===== config.mk =====
export PLATFORM = sky130hd
export DESIGN_NAME = sv_psum_collector
export DESIGN_NICKNAME = d
export VERILOG_FILES = /design/src/rtl/sv_psum_collector.sv
export SDC_FILE = /design/constraint.sdc
export NUM_CORES = 1
export LEC_CHECK = 0
export ABC_AREA = 1
export BUFFER_PORTS_ARGS = -buffer_cell sky130_fd_sc_hd__buf_2
export CORE_MARGIN = 2
export CORE_UTILIZATION = 36
export DETAILED_ROUTE_END_ITERATION = 7
export HOLD_SLACK_MARGIN = 0.08
export PLACE_DENSITY = 0.63
export SLEW_MARGIN = 30
export SYNTH_ARGS = -nofsm -noshare
export SYNTH_HDL_FRONTEND = slang
export SYNTH_SLANG_ARGS = --single-unit

===== constraint.sdc =====
create_clock -name clk -period 4.45 [get_ports clk]
set_input_delay 0.2225 -clock clk [delete_from_list [all_inputs] [get_ports clk]]
set_output_delay 0.2225 -clock clk [all_outputs]
set_load 0.01 [all_outputs]

===== src/rtl/sv_psum_collector.sv =====
// sv_psum_collector: sums PE-array column psums over passes, queues results.
// Optional PSUM_SAT_EN: saturate lane sums on overflow instead of wrapping.
module sv_psum_collector #(
  parameter int PE_WIDTH   = 16,
  parameter int NUM_COLS   = 3,
  parameter int ACC_WIDTH  = 32,
  parameter int NUM_PASSES = 4,
  parameter int OUT_DEPTH  = 4,
  localparam int PW = (NUM_PASSES > 1) ? $clog2(NUM_PASSES) : 1
) (
  input  logic                          clk,
  input  logic                          rst,
  input  logic [NUM_COLS*PE_WIDTH-1:0]  psum_in,
  input  logic                          psum_valid,
  output logic                          psum_ready,
  input  logic                          flush,
  output logic [NUM_COLS*ACC_WIDTH-1:0] out_data,
  output logic                          out_valid,
  input  logic                          out_ready,
  output logic [PW-1:0]                 pass_idx,
  output logic                          ovf
);

  localparam int AW = $clog2(OUT_DEPTH);
  localparam int DW = NUM_COLS*ACC_WIDTH;
  localparam logic [PW-1:0] LAST = PW'(NUM_PASSES-1);
  localparam logic [AW:0] FULL_CNT = (AW+1)'(OUT_DEPTH);
`ifdef PSUM_SAT_EN
  localparam logic [ACC_WIDTH-1:0] SMAX = {1'b0, {(ACC_WIDTH-1){1'b1}}};
  localparam logic [ACC_WIDTH-1:0] SMIN = {1'b1, {(ACC_WIDTH-1){1'b0}}};
`endif

  typedef enum logic [1:0] {
    IDLE,
    ACCUM,
    FLUSH
  } state_t;

  state_t state, state_nxt;

  logic [ACC_WIDTH-1:0] acc [NUM_COLS];
  logic [DW-1:0]        mem [OUT_DEPTH];
  logic [DW-1:0]        sum_vec;
  logic [DW-1:0]        acc_vec;
  logic [DW-1:0]        push_data;
  logic [NUM_COLS-1:0]  lane_ovf;
  logic [AW-1:0]        wr_ptr;
  logic [AW-1:0]        rd_ptr;
  logic [AW:0]          count;
  logic                 full;
  logic                 accept;
  logic                 last;
  logic                 push;
  logic                 pop;

  assign full       = (count == FULL_CNT);
  assign psum_ready = (state != FLUSH) && !full;
  assign accept     = psum_valid && psum_ready;
  assign last       = (pass_idx == LAST);
  assign out_valid  = (count != '0);
  assign pop        = out_valid && out_ready;
  assign out_data   = mem[rd_ptr];

  for (genvar k = 0; k < NUM_COLS; k++) begin : g_lane
    logic signed [PE_WIDTH-1:0]  p;
    logic signed [ACC_WIDTH-1:0] s;
    logic signed [ACC_WIDTH-1:0] b;
    logic signed [ACC_WIDTH-1:0] raw;

    assign p   = psum_in[k*PE_WIDTH +: PE_WIDTH];
    assign s   = ACC_WIDTH'(p);
    // pass 0 starts a fresh sum, so the old acc never contributes
    assign b   = (pass_idx == '0) ? '0 : acc[k];
    assign raw = b + s;
    assign lane_ovf[k] = (b[ACC_WIDTH-1] == s[ACC_WIDTH-1]) &&
                         (raw[ACC_WIDTH-1] != b[ACC_WIDTH-1]);
`ifdef PSUM_SAT_EN
    assign sum_vec[k*ACC_WIDTH +: ACC_WIDTH] =
      lane_ovf[k] ? (b[ACC_WIDTH-1] ? SMIN : SMAX) : raw;
`else
    assign sum_vec[k*ACC_WIDTH +: ACC_WIDTH] = raw;
`endif
    assign acc_vec[k*ACC_WIDTH +: ACC_WIDTH] = acc[k];
  end

  always_comb begin
    state_nxt = state;
    push      = 1'b0;
    push_data = sum_vec;
    unique case (state)
      IDLE: begin
        if (accept) begin
          push = last;
          if (!last) state_nxt = ACCUM;
        end
      end
      ACCUM: begin
        if (accept && last) begin
          push      = 1'b1;
          state_nxt = IDLE;
        end else if (flush) begin
          state_nxt = FLUSH;
        end
      end
      FLUSH: begin
        push_data = acc_vec;
        if (!full) begin
          push      = 1'b1;
          state_nxt = IDLE;
        end
      end
      default: state_nxt = IDLE;
    endcase
  end

  always_ff @(posedge clk or negedge rst) begin
    if (!rst) state <= IDLE;
    else      state <= state_nxt;
  end

  always_ff @(posedge clk or negedge rst) begin
    if (!rst) begin
      pass_idx <= '0;
      ovf      <= 1'b0;
      for (int k = 0; k < NUM_COLS; k++) acc[k] <= '0;
    end else begin
      if (accept) begin
        for (int k = 0; k < NUM_COLS; k++)
          acc[k] <= sum_vec[k*ACC_WIDTH +: ACC_WIDTH];
        pass_idx <= last ? '0 : pass_idx + PW'(1);
        if (|lane_ovf) ovf <= 1'b1;
      end
      if (state == FLUSH && !full) pass_idx <= '0;
    end
  end

  always_ff @(posedge clk or negedge rst) begin
    if (!rst) begin
      wr_ptr <= '0;
      rd_ptr <= '0;
      count  <= '0;
      for (int i = 0; i < OUT_DEPTH; i++) mem[i] <= '0;
    end else begin
      if (push) begin
        mem[wr_ptr] <= push_data;
        wr_ptr      <= wr_ptr + AW'(1);
      end
      if (pop) rd_ptr <= rd_ptr + AW'(1);
      unique case (1'b1)
        (push && !pop): count <= count + (AW+1)'(1);
        (pop && !push): count <= count - (AW+1)'(1);
        default:        count <= count;
      endcase
    end
  end

endmodule


# Word-level counts from Yosys, hierarchy flattened
# Cells that the tools add are included.
[word_totals]
ramBits = 0
register_bits = 492
mem_bits_ro = 0
memories = 0
latchBits = 0
in_bits = 53
wordCells = 87
[op_classes]
mux = 24
bitwise = 2
mul = 0
reduce_logical = 22
add_sub_neg = 8
n_eq_ne = 15
n_shift = 0
magnitude_cmp = 3
div_mod_pow = 0
[ops]
columns = ["operator", "n"]
rows = [
  ["bitwise mux 384 bit", 1],
  ["2-to-1 mux 96 bit", 4],
  ["binary-select mux 96 bit (select 2 bit)", 1],
  ["demux 96 bit (select 2 bit)", 1],
  ["adder 32 x 16 -> 32 bit", 3],
  ["2-to-1 mux 32 bit", 3],
  ["2-to-1 mux 2 bit", 8],
  ["logical AND 1 bit", 11],
  ["!= test 2 bit (second input constant)", 4],
  ["adder 2 x 1 -> 2 bit (second input constant)", 3],
  [">= comparator 3 bit (second input constant)", 2],
  ["inverter 2 -> 3 bit", 2],
  ["one-hot mux 2 bit (3 select lines)", 1],
  ["one-hot mux 3 bit (2 select lines)", 1],
  ["equality test 2 bit (second input constant)", 2],
  ["logical NOT 2 bit", 2],
  ["AND reduction 4 bit", 1],
  ["nonzero test 2 bit", 2],
  ["adder 3 x 1 -> 3 bit (second input constant)", 1],
  ["equality test 1 bit", 3],
  ["equality test 3 bit (second input constant)", 1],
  ["logical NOT 1 bit", 3],
  ["less-than comparator 3 x 1 -> 1 bit (second input constant)", 1],
  ["2-to-1 mux 1 bit", 3],
  ["other kinds (8)", 10],
]

# Logic depth before layout (Yosys ltp)
# Gate-level depths: netlist (run 1).
[depth]
ltp_word = 10
mapped_depth = 22
mapped_depth_nobuf = 19

# Worst setup path before layout (run 1)
# No wires, ideal clock.
[synth_timing]
path_kind = "reg-to-reg"
from = "reg pass_idx[0]"
to = "reg mem[188] (netlist name)"
t_arrival_ns = 3.163
t_required_ns = 4.332
path_stages_with_launch = 23
setup_ns = 0.118
period_less_slack_ns = 3.281
setup_slack_ns = 1.169
cell_sequence = "dfrtp_1 > inv_1 > ha_1 > clkbuf_1 > clkbuf_1 > clkbuf_1 > nor2_1 > ha_1 > fa_1 > nand2_1 > nand2_1 > o21ai_0 > inv_1 > nand2_1 > nand2_1 > nand2_1 > nand2_1 > nand2_1 > nand2_1 > nand2_1 > nand3_1 > nand3_1 > nand2_1"
[synth_via]
elab_chain_len = 5
elab_cells_between_ends = 10
cone_classes = "1 x add/sub; 1 x eq/ne; 6 x mux; 2 x reduce/logical"
[synth_lines]
columns = ["item", "line", "source"]
rows = [
  ["start: declaration", "20", "output logic [PW-1:0] pass_idx,"],
  ["start signal: assignment", "130", "pass_idx <= last ? '0 : pass_idx + PW'(1);"],
  ["logical NOT 2 bit", "73", "assign b = (pass_idx == '0) ? '0 : acc[k];"],
  ["2-to-1 mux 32 bit", "73", ""],
  ["adder 32 x 16 -> 32 bit", "74", "assign raw = b + s;"],
  ["2-to-1 mux 96 bit", "90", "unique case (state)"],
  ["bitwise mux 384 bit", "145", "mem[wr_ptr] <= push_data;"],
  ["end signal: indexed assignment", "145", ""],
  ["end: declaration", "42", "logic [DW-1:0] mem [OUT_DEPTH];"],
]
# Parallel ways exist; a longest one is shown, timed or not.
# A chain may end at the register's enable or synchronous reset.

# Worst setup path after layout (run 1)
[layout_timing]
from = "reg pass_idx[0]"
to = "reg mem[278] (netlist name)"
# Same word-level chain as after synthesis.

==> results.sh, run 1 <==
export IMPL_ios=154
export IMPL_path_clk_slew_ns=0.06
export IMPL_internal_power_w=0.01432
export IMPL_slew_viol_final=0
export IMPL_path_buf_inv=1
export IMPL_fmax_ghz=0.2842
export IMPL_crit_chain="inv_1, ha_4, nor2_1, ha_1, fa_1, nand2_1, nand2_1, o21ai_0, o21ai_0, nand2_1, nand2_1, nand2_1, nand2_1, nand2_1, nand3_1, nand3_1, nand2_1"
export IMPL_setup_slack_ns=0.9309
export IMPL_track_usage_pct=22.50
export IMPL_worstHoldPathType="input port to flip-flop"
export IMPL_hpwl_mm=60.10
export IMPL_crit_slowest_cell="ha_4"
export IMPL_setup_viol=0
export IMPL_synth_fa_ha_area_share_pct=4.590
export IMPL_path_delay_family="adder cells"
export IMPL_postRouteAntennaNets=0
export IMPL_yosys_warnings=0
export IMPL_dieArea_sq_um=82860
export IMPL_crit_arrival_ns=4.03
export IMPL_grt_max_degree=155
export IMPL_power_frac_seq_pct=27.5
export IMPL_cp_slowest_stage_delay_ns=0.52
export IMPL_cp_end_kind="flip-flop"
export IMPL_netlist_instances=4151
export IMPL_period_minus_slack_ns=3.519
export IMPL_cts_num_sinks=492
export IMPL_wl_mm=93.79
export IMPL_syn_to_final_growth_pct=13.10
export IMPL_antenna_found_initial=6
export IMPL_cp_max_fo=40
export IMPL_ys_ff_latch=492
export IMPL_cp_common_cell="nand2_1"
export IMPL_synth_fp_nets=4308
export IMPL_synth_avg_cell_area_sq_um=6.988
export IMPL_synth_top_family_by_area="simple AND/OR/NAND/NOR gates"
export IMPL_synth_distinct_cells=34
export IMPL_maxCapViolations=0
export IMPL_grt_pass1_wl_mm=148.1
export IMPL_drc=0
export IMPL_power_density_nw_per_um2=843.4
export IMPL_worstSetupPathType="flip-flop to flip-flop"
export IMPL_power_frac_comb_pct=54.2
export IMPL_async_reset_ff_share_pct=100.0
export IMPL_port_buffers=153
export IMPL_p_leak_nw=17.06
export IMPL_synth_edff_count=0
export IMPL_area_sequential_sq_um=12320
export IMPL_cts_buffers=57
export IMPL_std_cell_rows=104
export IMPL_period_share_pct=79.08
export IMPL_start_util_pct=36.19
export IMPL_post_route_cells_drive_above_1_share_pct=7.220
export IMPL_clock_path_buffers=3
export IMPL_first_global_vias=26700
export IMPL_ys_dominant_reg_cell="dfrtp_1"
export IMPL_die_height_microns=287.9
export IMPL_dr_first_iter_drc_count=2200
export IMPL_synth_mux_area_fraction_pct=0
export IMPL_switching_share_pct=48.25
export IMPL_rsz0062_at_grt="no"
export IMPL_tightest_slew_ns=0.9217
export IMPL_synthSimpleGateAreaFrac_pct=32.68
export IMPL_syn_area_sq_um=29010
export IMPL_fp_coreArea_sq_um=80160
export IMPL_synth_xor_area_share_pct=1.570
export IMPL_multiInputGateArea_sq_um=14760
export IMPL_synth_compound_area_share_pct=12.00
export IMPL_vdd_ir_drop_max_mv=0.3660
export IMPL_h_tree_depth=2
export IMPL_die_x_microns=287.9
export IMPL_cts_root_buf="clkbuf_16"
export IMPL_crit_required_ns=4.96
export IMPL_nFillCells=8520
export IMPL_gp_congestion=0.9642
export IMPL_cts_tree="built"
export IMPL_skew_ns=0.02978
export IMPL_slew_headroom_pct=37.90
export IMPL_nets=4365
export IMPL_clock_latency_ns=0.64
export IMPL_overflow=0
export IMPL_status="finished clean"
export IMPL_p_sw_w=0.01335
export IMPL_critPathLaunchType="flip-flop"
export IMPL_setup_tns_ns=0
export IMPL_avgRoutedWirePerCell_microns=17.64
export IMPL_p_clk_share_pct=18.3
export IMPL_avgViaCountPerCell=5.160
export IMPL_dpl_worst_slack_ns=0.9738
export IMPL_ys_seq_area_share_pct=42.45
export IMPL_vias=27430
export IMPL_report_final_hold_viol_count=0
export IMPL_firstDrtPassIters=5
## power groups by stage
stage / registers [W] / clock network (W) / logic, W
floorplan: 0.00731 / 0 / 0.0104
global placement: 0.00759 / 0 / 0.0148
detailed placement: 0.00765 / 0 / 0.0149
CTS: 0.00759 / 0.00514 / 0.0150
global route: 0.00786 / 0.00532 / 0.0169
finish: 0.00761 / 0.00506 / 0.0150
## tightest hold or removal path: cells and delay by family
kind,cells,cell delay [ns]
AOI/OAI and AO/OA,1,0.16
adders and majority gates,1,0.14
buffers and inverters,2,0.17
## metrics by stage
| stage | hold slack (ns) | total power [W] | util (%) | cell area (sq um) | instances |
|---|---|---|---|---|---|
| floorplan | -0.07309 | 0.01768 | - | 29010 | 4151 |
| global placement | 0.3441 | 0.02241 | 38.31 | 30710 | 5203 |
| detailed placement | 0.3437 | 0.02258 | 38.32 | 30710 | 5203 |
| CTS | 0.08686 | 0.02775 | 40.91 | 32790 | 5312 |
| global route | 0.1031 | 0.03008 | 40.92 | 32800 | 5313 |
| finish | 0.1143 | 0.02767 | 40.93 | 32810 | 5316 |
## cell usage in the layout, fill, tap and decap left out, types with 3 or more instances in the layout
| cell | n |
|---|---|
| a21o_1 | 8 |
| a21oi_1 | 97 |
| a31oi_1 | 3 |
| buf_12 | 12 |
| buf_2 | 152 |
| buf_4 | 20 |
| bufinv_16 | 7 |
| clkbuf_1 | 8 |
| clkbuf_16 | 58 |
| clkbuf_8 | 15 |
| clkinv_2 | 9 |
| clkinv_4 | 4 |
| dfrtp_1 | 490 |
| diode_2 | 4 |
| dlygate4sd3_1 | 6 |
| fa_1 | 4 |
| ha_1 | 99 |
| inv_1 | 286 |
| inv_4 | 5 |
| inv_6 | 3 |
| nand2_1 | 1509 |
| nand3_1 | 355 |
| nand3b_1 | 4 |
| nand4_1 | 18 |
| nor2_1 | 444 |
| nor2_4 | 5 |
| nor3_1 | 21 |
| o21a_1 | 6 |
| o21ai_0 | 411 |
| o21bai_1 | 20 |
| o22ai_1 | 97 |
| or2_2 | 6 |
| xnor2_1 | 35 |
| xor2_1 | 17 |
## state kept, by name (all words and copies together) (netlist names)
register,flops
mem,384
acc,96
count,3
pass_idx,2
rd_ptr,2
state,2
wr_ptr,2
ovf,1
## layer usage
| metal | track usage (%) | share of wire (%) | wire, microns |
|---|---|---|---|
| met5 | 0 | 0.055 | 52 |
| met4 | 5.829 | 2.3 | 2131 |
| met3 | 3.177 | 5.5 | 5194 |
| met2 | 35.96 | 45 | 42390 |
| met1 | 31.92 | 47 | 44010 |
## path summary, 6_finish.rpt
check | cells past startpoint | endpoint | from | slack (ns)
min in group asynchronous | 2 | mem[307] | rst | 0.22
worst max-delay path | 17 | mem[278] | pass_idx[0] | 0.93
worst min register to register | 2 | mem[227] | mem[227] | 0.47
worst max register to register | 17 | mem[278] | pass_idx[0] | 0.93
worst min-delay path | 4 | acc[64] | psum_in[0] | 0.11
max in group asynchronous | 3 | mem[360] | rst | 3.04
## cell type report
type / count / area share [%]
multi-input combinational: 3170 / 45.00
sequential: 492 / 37.55
clock buffer: 81 / 5.145
tap: 1060 / 4.043
timing repair buffer: 192 / 3.772
inverter: 295 / 3.459
clock inverter: 22 / 0.9955
antenna: 4 / 0.03051
## repair_timing
action                    in CTS  in global routing
buffers inserted               0                  0
gates resized for setup        0                  0
hold buffers                   6                  0
hold endpoints to repair      99                  0
## cell usage after synthesis (2+ instances only)
cell      count  share of area, %
nor2_4        5              0.19
buf_2        45              0.78
o21a_1        6              0.16
nand3_1     355               6.1
o21bai_1     20              0.52
or2_2         6              0.13
inv_1       289               3.7
dfrtp_1     492                42
fa_1          4              0.28
buf_4        15              0.39
o21ai_0     411               7.1
o22ai_1      97               2.1
a21boi_0      2             0.052
xor2_1       17              0.51
buf_1        15              0.19
a21oi_1      97               1.7
ha_1        100               4.3
nor2_1      444               5.7
xnor2_1      35               1.1
nand2_1    1509                20
nand4_1      18              0.39
a31oi_1       3             0.065
o211ai_1      2             0.052
inv_2         6             0.078
a21o_1        8              0.21
nand3b_1      4              0.10
clkbuf_1    119               1.5
nor3_1       21              0.36
## kinds of logic (layout without fill, tap and decap cells)
logic type / count (synthesis) / in the layout
other cells: 0 / 4
flops: 492 / 492
fa+ha+maj: 104 / 104
compound gates: 648 / 648
xor+xnor: 52 / 52
simple gates: 2366 / 2366
buf+inv: 489 / 590
Power figures use the tool's default switching activity.
==> run 2, diff against run 1 <==
Settings changed: PLACE_DENSITY 0.63 to 0.65.
Clock period 4.45 ns to 2.9 ns, I/O delays scaled along.
==> run 2 against run 1 <==
Hold slack worse by 0.036 ns. Clock power is 54% higher. Via count is 3.6% higher. Combinational power is 82% higher. Total power is 69% higher. Sequential power is 52% higher. Sequential share of layout area is 3.4 points lower. Setup slack worse by 0.90 ns. Critical path depth is 13 lower. Register-to-register slack worse by 0.89 ns. Routed wire length is 1.9% higher.
==> results.sh, run 2 (synthesis gave the netlist of run 1 again) <==
export IMPL_nets=4517
export IMPL_vdd_ir_drop_max_mv=0.9566
export IMPL_largest_reg_flops=384
export IMPL_critPathLaunchType="flip-flop"
export IMPL_dp_cells=5302
export IMPL_regMostFlops="mem"
export IMPL_slew_viol_final=0
export IMPL_crit_chain="buf_4, o21ai_0, o22ai_1, buf_2"
export IMPL_overflow=0
export IMPL_status="finished clean"
export IMPL_layout_common_cells="1,420 x nand2_1, 490 x dfrtp_1, 394 x nor2_1"
export IMPL_firstDrtPassIters=5
export IMPL_worstHoldPathType="input port to flip-flop"
export IMPL_vias=28410
export IMPL_maxCapViolations=0
export IMPL_cts_tree="built"
export IMPL_postRouteAntennaNets=0
export IMPL_crit_arrival_ns=2.72
export IMPL_avgViaCountPerCell=5.194
export IMPL_report_final_hold_viol_count=0
export IMPL_path_clk_slew_ns=0.06
export IMPL_path_buf_inv=2
export IMPL_cp_end_kind="output port"
export IMPL_p_leak_nw=18.16
export IMPL_period_minus_slack_ns=2.867
export IMPL_fmax_ghz=0.3488
export IMPL_slew_headroom_pct=35.35
export IMPL_cp_depth=4
export IMPL_fp_coreArea_sq_um=80160
export IMPL_port_buffers=153
export IMPL_grt_max_degree=161
export IMPL_worstReg2RegEnd="mem[77]"
export IMPL_clock_path_buffers=3
export IMPL_crit_slowest_cell="dfrtp_4"
export IMPL_avgRoutedWirePerCell_microns=17.47
export IMPL_critPathLaunch="rd_ptr[1]"
export IMPL_rsz0062_at_grt="yes"
export IMPL_dpl_cell_area_sq_um=31580
export IMPL_r2r_start="pass_idx[1]"
export IMPL_dieArea_sq_um=82860
export IMPL_finalNonFillerCells=5470
export IMPL_wl_mm=95.55
export IMPL_reg2reg_slack_ns=0.04
export IMPL_period_share_pct=98.85
export IMPL_post_route_cells_drive_above_1_share_pct=18.96
export IMPL_gp_congestion=0.9350
export IMPL_std_cell_rows=104
export IMPL_setup_tns_ns=0
export IMPL_clock_latency_ns=0.65
export IMPL_crit_required_ns=2.76
export IMPL_dr_first_iter_drc_count=2027
export IMPL_setup_viol=0
export IMPL_tightest_slew_ns=0.9597
export IMPL_grt_pass1_wl_mm=147.2
export IMPL_reg_largest_list="mem x384, acc x96, count x3"
export IMPL_power_density_nw_per_um2=1293
export IMPL_start_util_pct=36.19
export IMPL_cp_max_fo=32
export IMPL_cts_num_sinks=492
export IMPL_mostFrequentLayoutCell="nand2_1"
export IMPL_reg2reg_depth=17
export IMPL_ios=154
export IMPL_post_route_cell_area_sq_um=36090
export IMPL_die_height_microns=287.9
export IMPL_track_usage_pct=22.25
export IMPL_syn_to_final_growth_pct=24.44
export IMPL_antenna_found_initial=2
export IMPL_skew_ns=0.03472
export IMPL_path_delay_family="buffers and inverters"
export IMPL_h_tree_depth=2
export IMPL_worstSetupPathType="flip-flop to output port"
export IMPL_endpoint="out_data[71]"
export IMPL_die_x_microns=287.9
export IMPL_nFillCells=8076
export IMPL_cp_slowest_stage_delay_ns=0.67
export IMPL_cts_buffers=57
export IMPL_drc=0
export IMPL_first_global_vias=26810
export IMPL_hpwl_mm=61.10
export IMPL_cts_root_buf="clkbuf_16"
==> run 2: cell types whose count changed in the layout (fill, tap and decap cells not counted), moves of 24 or more <==
cell / previous run / this run
buf_4: 20 / 131
nand2_2: 0 / 83
nand3_1: 355 / 248
nor2_2: 0 / 43
ha_4: 1 / 25
ha_1: 99 / 57
nor2_1: 444 / 394
o21ai_0: 411 / 380
nand3_2: 0 / 96
nand2_1: 1509 / 1420
a21oi_1: 97 / 44
a21oi_2: 0 / 51
==> run 2: how the worst min path moves through the flow <==
stage                     start  endpoint  slack (ns)  cells after the start
CTS                  psum_in[4]   acc[68]        0.08                      5
finish              psum_in[38]    acc[6]        0.08                      5
detailed placement          rst  mem[309]         0.1                      1
global route        psum_in[37]    acc[5]        0.08                      4
floorplan                   rst    acc[0]       -0.15                      0
global placement            rst  mem[309]        0.10                      1
==> run 2: repair_timing <==
action                                  CTS  global route
hold buffers                             25             2
endpoints found under the setup margin   51           329
resized for setup                        13           459
endpoints found under the hold margin   334             2
cloned                                    0             3
buffers inserted                          1            28
pin swaps                                 2            83
==> run 2: worst min-delay path, cell delays in order <==
cell and delay, ns:
buf_2 0.13, ha_4 0.16, xor2_1 0.08, nand2_1 0.05, o21ai_0 0.08
==> run 2: routing by layer <==
layer  vias to the layer above  global-route usage, %  wire length, microns
met2                       733                  35.59                 43690
li1                      13840                      -                     -
met1                     13700                  31.45                 43830
met4                         0                  6.425                  2711
met3                       141                  2.924                  5308
met5                         -                      0                     0
==> run 2: per-stage QoR <==
stage / setup WS, ns / utilization [%] / total power [W] / hold WS (ns)
after CTS: 0.01101 / 42.35 / 0.04375 / 0.08408
after floorplan: -0.01925 / - / 0.02716 / -0.1506
after global routing: -0.1063 / 45.03 / 0.05052 / 0.08418
after global placement: -0.02737 / 39.40 / 0.03527 / 0.1040
final: 0.03324 / 45.03 / 0.04668 / 0.07816
after detailed placement: -0.07641 / 39.40 / 0.03563 / 0.09900
==> run 2: power breakdown <==
group          switching [W]  internal (W)
Sequential           0.00157        0.0100
Clock                0.00317       0.00464
Combinational         0.0175       0.00974
==> run 2: area by class of cell <==
class	instances	area [sq um]	share of cell area, %
multi-input cells	3170	16610	46.02
flip-flops and latches	492	12320	34.13
repair buffers	344	2660	7.370
clock buffers	78	1615	4.475
well taps	1060	1326	3.674
inverters	295	1129	3.127
clock inverters	30	430.4	1.192
diodes	1	2.502	0.006933
